==> src/rtl/reduction_rr_sched.sv <==
// reduction_rr_sched: round-robin arbiter feeding one shared 1-bit reduction engine,
// returning id-tagged results over a valid/ready response channel.
module reduction_rr_sched #(
  parameter int NUM_REQ = 4,
  parameter int WIDTH = 8,
  parameter int IDW = 2,
  parameter int CNTW = 16
) (
  input  logic                     clk,
  input  logic                     rst_n,
  input  logic [NUM_REQ-1:0]       req_valid,
  output logic [NUM_REQ-1:0]       req_ready,
  input  logic [NUM_REQ*WIDTH-1:0] req_a,
  input  logic [NUM_REQ*WIDTH-1:0] req_b,
  input  logic [NUM_REQ*3-1:0]     req_op,
  output logic                     rsp_valid,
  input  logic                     rsp_ready,
  output logic [IDW-1:0]           rsp_id,
  output logic                     rsp_result,
  output logic [CNTW-1:0]          done_count
);
  typedef enum logic [1:0] {IDLE, EXEC, RESP} state_t;
  state_t state, state_n;
  logic [IDW-1:0] rr_ptr, win, nxt_ptr, id_q;
  logic [IDW:0] t;
  logic found;
  logic [WIDTH-1:0] a_q, b_q, sum, diff;
  logic [2:0] op_q;
  logic [7:0] ops;
  // first valid requester at or after rr_ptr, wrapping modulo NUM_REQ
  always_comb begin
    found = 1'b0;
    win = '0;
    t = '0;
    for (int k = 0; k < NUM_REQ; k++) begin
      t = {1'b0, rr_ptr} + (IDW+1)'(k);
      t = (t >= (IDW+1)'(NUM_REQ)) ? t - (IDW+1)'(NUM_REQ) : t;
      if (!found && req_valid[t[IDW-1:0]]) begin
        found = 1'b1;
        win = t[IDW-1:0];
      end
    end
  end
  assign req_ready = (state == IDLE && found) ? NUM_REQ'(1'b1) << win : '0;
  assign nxt_ptr = (win == IDW'(NUM_REQ-1)) ? '0 : win + 1'b1;
  assign sum = a_q + b_q;
  assign diff = a_q - b_q;
  assign ops = {|diff, &sum, ^(a_q ^ b_q), |(a_q | b_q), &(a_q & b_q),
                ^a_q ^ ^b_q, |a_q & |b_q, &a_q | &b_q};
  always_ff @(posedge clk)
    if (!rst_n) state <= IDLE;
    else state <= state_n;
  always_comb begin
    state_n = state;
    state_n = (state == IDLE) ? (found ? EXEC : IDLE) :
              (state == EXEC) ? RESP :
              (rsp_ready ? IDLE : RESP);
  end
  always_ff @(posedge clk)
    if (!rst_n) begin
      rr_ptr <= '0;
      rsp_valid <= 1'b0;
      rsp_id <= '0;
      rsp_result <= 1'b0;
      done_count <= '0;
      a_q <= '0;
      b_q <= '0;
      op_q <= '0;
      id_q <= '0;
    end else begin
      if (state == IDLE && found) begin
        a_q <= req_a[win*WIDTH +: WIDTH];
        b_q <= req_b[win*WIDTH +: WIDTH];
        op_q <= req_op[win*3 +: 3];
        id_q <= win;
        rr_ptr <= nxt_ptr;
      end
      if (state == EXEC) begin
        rsp_valid <= 1'b1;
        rsp_id <= id_q;
        rsp_result <= ops[op_q];
      end
      if (state == RESP && rsp_ready) begin
        rsp_valid <= 1'b0;
        done_count <= done_count + 1'b1;
      end
    end
endmodule

==> config.mk <==
export PLATFORM = sky130hd
export DESIGN_NAME = reduction_rr_sched
export DESIGN_NICKNAME = d
export VERILOG_FILES = /design/src/rtl/reduction_rr_sched.sv
export SDC_FILE = /design/constraint.sdc
export NUM_CORES = 1
export LEC_CHECK = 0
export CAP_MARGIN = 0
export CORE_ASPECT_RATIO = 0.75
export CORE_MARGIN = 2
export CORE_UTILIZATION = 30
export CTS_CLUSTER_SIZE = 12
export DETAILED_ROUTE_END_ITERATION = 10
export GPL_ROUTABILITY_DRIVEN = 1
export HOLD_SLACK_MARGIN = 0.06
export PLACE_DENSITY = 0.62
export SYNTH_ARGS = -nofsm -noshare
export SYNTH_HDL_FRONTEND = slang
export SYNTH_SLANG_ARGS = --single-unit
==> constraint.sdc <==
create_clock -name clk -period 4.14 [get_ports clk]
set_input_delay 1.242 -clock clk [delete_from_list [all_inputs] [get_ports clk]]
set_output_delay 1.242 -clock clk [all_outputs]
set_load 0.02 [all_outputs]
==> impl_results.md <==
- Outcome: completed
- Area Overhead vs Synth: 41.6%
- Dpl ws: -0.371 ns
- Diodes inserted: 0
- CTS tree: yes
- TritonCTS buffer count: 5
- CTS max path bufs: 2
- GPL Wtd Cong: 0.863
- Most frequent cells in the layout: 98 x clkdlybuf4s50_1, 46 x ha_1, 45 x dfxtp_1, 33 x inv_1, 31 x mux2i_1
- CTS Hold Bufs: 0
- Setup crit start kind: primary input
- Crit-path cells: dlygate4sd2_1, a21o_1, a21boi_0, o22ai_1, buf_4, ha_1, and2_1, clkdlybuf4s15_2
- Crit share post-route: 94.6%
- Cells after Synth: 417
- Peak supply drop: 0.173 mV
- Leak: 2.09 nW
- Max Slew Vio Count: 0
- Clk_skew: 0.00711 ns
- CP Class: primary input to output pin
- Setup TNS: 0 ns
- Worst-path fanout max: 4
- DRC Markers: 0
- Syn avg cell area: 8.63 um2
- #FFs+latches synth: 45
- Initial antenna violation count: 0
- Post-synthesis sequential area ratio: 25.0%
- Nets: 659
- Total of max-cap violations: 0
- Layout cells sized above 1: 7.56%
- Final wirelength: 10700 um
- DR WL/cell: 15.5 um
- Main synth FF type: dfxtp_1
- Routed vias/inst: 4.90
- Port Buffer Count: 106
- Drt pass-1 iters: 4
- CP bufs+invs: 3
- Gr ovfl total: 0
- I/O pin cnt: 107
- Cell Area, Synth: 3600 um2
- Pin count of the biggest net entering global routing: 32
- Least-Margin Pin Slew: 0.644 ns
- Asr flop ratio synth: 0%
- Reg clk slew, reported paths: 0.06 ns
- Die H: 98.9 um
- Chip width: 130 um
- YS warnings: 0
- Slowest cell on crit path: dlygate4sd2_1
- RSZ-0062 raised after global routing: false
- Number of synthesized flops with an enable pin: 0
- Critical Path AT: 2.68 ns
- Root Driver: clkbuf_16
- Vias in the first global route: 3434
- Worst hold-check path type: register to register
- Global-route wire length before repair: 17300 um
- Synth Net Count: 548
- Critical path capture point type: output pin
- Required @ worst endpoint: 2.90 ns
- Final hold viol count: 0
- DP HPWL: 8640 um
- Commonest non-fill, non-tap cell in the layout: clkdlybuf4s50_1
- Crit-path leading delay family: buffers and inverters
- Via count: 3388
- Core area: 11700 um2
- Die area: 12900 um2
- Cell variety after synth: 53
- # setup viols final: 0
- Clk sinks: 45
- Max incr delay on CP: 0.27 ns
- Routed Antenna Nets: 0
- Power density cells: 405 nW/um2
- Htree depth: 2
- Slew margin rel.: 56.9%
- DR iter-0 viols: 202
- Initial Util: 30.9%
- Final Critical Period: 3.92 ns
- GRT Util Overall: 16.7%
- Fmax: 255 MHz
- Clk Latency, worst-skew pair: 0.29 ns
- Final worst slack: 0.223 ns
- Core Rows: 34
==> metal layers <==
metal	GRT usage [%]	up-vias	wire length, um
li1	-	1736	-
met1	24.1	1542	5300
met2	26.4	105	4660
met3	3.20	5	683
met4	2.70	0	61
met5	0	-	0
==> logic make-up after synthesis <==
kind of cell / count (synthesis) / share of synthesized area [%]
DFF: 45 / 25.0
AOI/OAI and AO/OA: 105 / 20.8
and+or+nand+nor: 102 / 14.5
buffers and inverters: 54 / 6.15
muxes: 32 / 8.93
xor gates and xnor gates: 31 / 7.54
adders and majority gates: 48 / 17.1
==> area by class of cell <==
class | count | area (um2)
multi-input cells | 318 | 2490
inverters | 33 | 124
repair buffers | 125 | 1210
fillers | 1175 | 6560
clock inverters | 2 | 38.8
well taps | 162 | 203
clock buffers | 6 | 129
flip-flops and latches | 45 | 901
==> worst min-delay path, delay by kind of cell, from the launching register on <==
kind               cells  cell delay (ns)
DFF                    1             0.31
and+or+nand+nor        1             0.05
AOI/OAI and AO/OA      1             0.05
==> state kept, by name, summed over array words and instances, names as in the netlist <==
name and flops:
a_q 8, id_q 2, state 2, rsp_valid 1
b_q 8, rsp_result 1, rr_ptr 2, op_q 3
rsp_id 2, done_count 16
==> final timing paths <==
check | from | to | slack (ns) | depth (start not counted)
worst max-delay path | req_valid[1] | req_ready[0] | 0.22 | 8
worst min-delay path | id_q[1] | rsp_id[1] | 0.47 | 2
worst max register to register | a_q[4] | rsp_result | 1.43 | 8
worst min register to register | id_q[1] | rsp_id[1] | 0.47 | 2
==> stage by stage <==
stage,util (%),hold WS (ns),area [um2],total power [mW],instances
CTS,43.5,0.467,5070,2.07,689
global placement,42.0,0.440,4890,1.59,680
finish,43.7,0.465,5100,2.06,691
floorplan,-,0.431,3600,1.29,417
detailed placement,42.0,0.453,4890,1.60,680
global route,43.7,0.472,5100,2.22,691
==> cells in the mapped netlist, types with 7 or more instances <==
master,instances,area [um2]
mux2i_1,31,310
o21ai_0,8,40.0
xnor2_1,17,149
inv_1,33,124
a211oi_1,11,82.6
a31oi_1,9,56.3
nand4_1,12,75.1
dfxtp_1,45,901
ha_1,46,576
o22ai_1,12,75.1
clkbuf_1,12,45.0
nand2_1,22,82.6
a21oi_1,22,110
o2bb2ai_1,11,96.3
nor2b_1,7,43.8
nor2_1,26,97.6
xor2_1,14,123
a211o_1,9,78.8
==> where the power goes <==
group	internal [mW]	switching (mW)	leakage [nW]
clock network	0.286	0.168	0.0810
logic	0.518	0.544	1.64
registers	0.483	0.0651	0.368
==> what timing repair did <==
| action | 4_1_cts | 5_1_grt |
|---|---|---|
| setup buffers | 1 | 2 |
| resized for setup | 17 | 3 |
| cloned | 0 | 0 |
| endpoints found under the setup margin | 4 | 3 |
| pin swaps | 2 | 2 |
No activity file was read; power rests on OpenSTA's default activity.
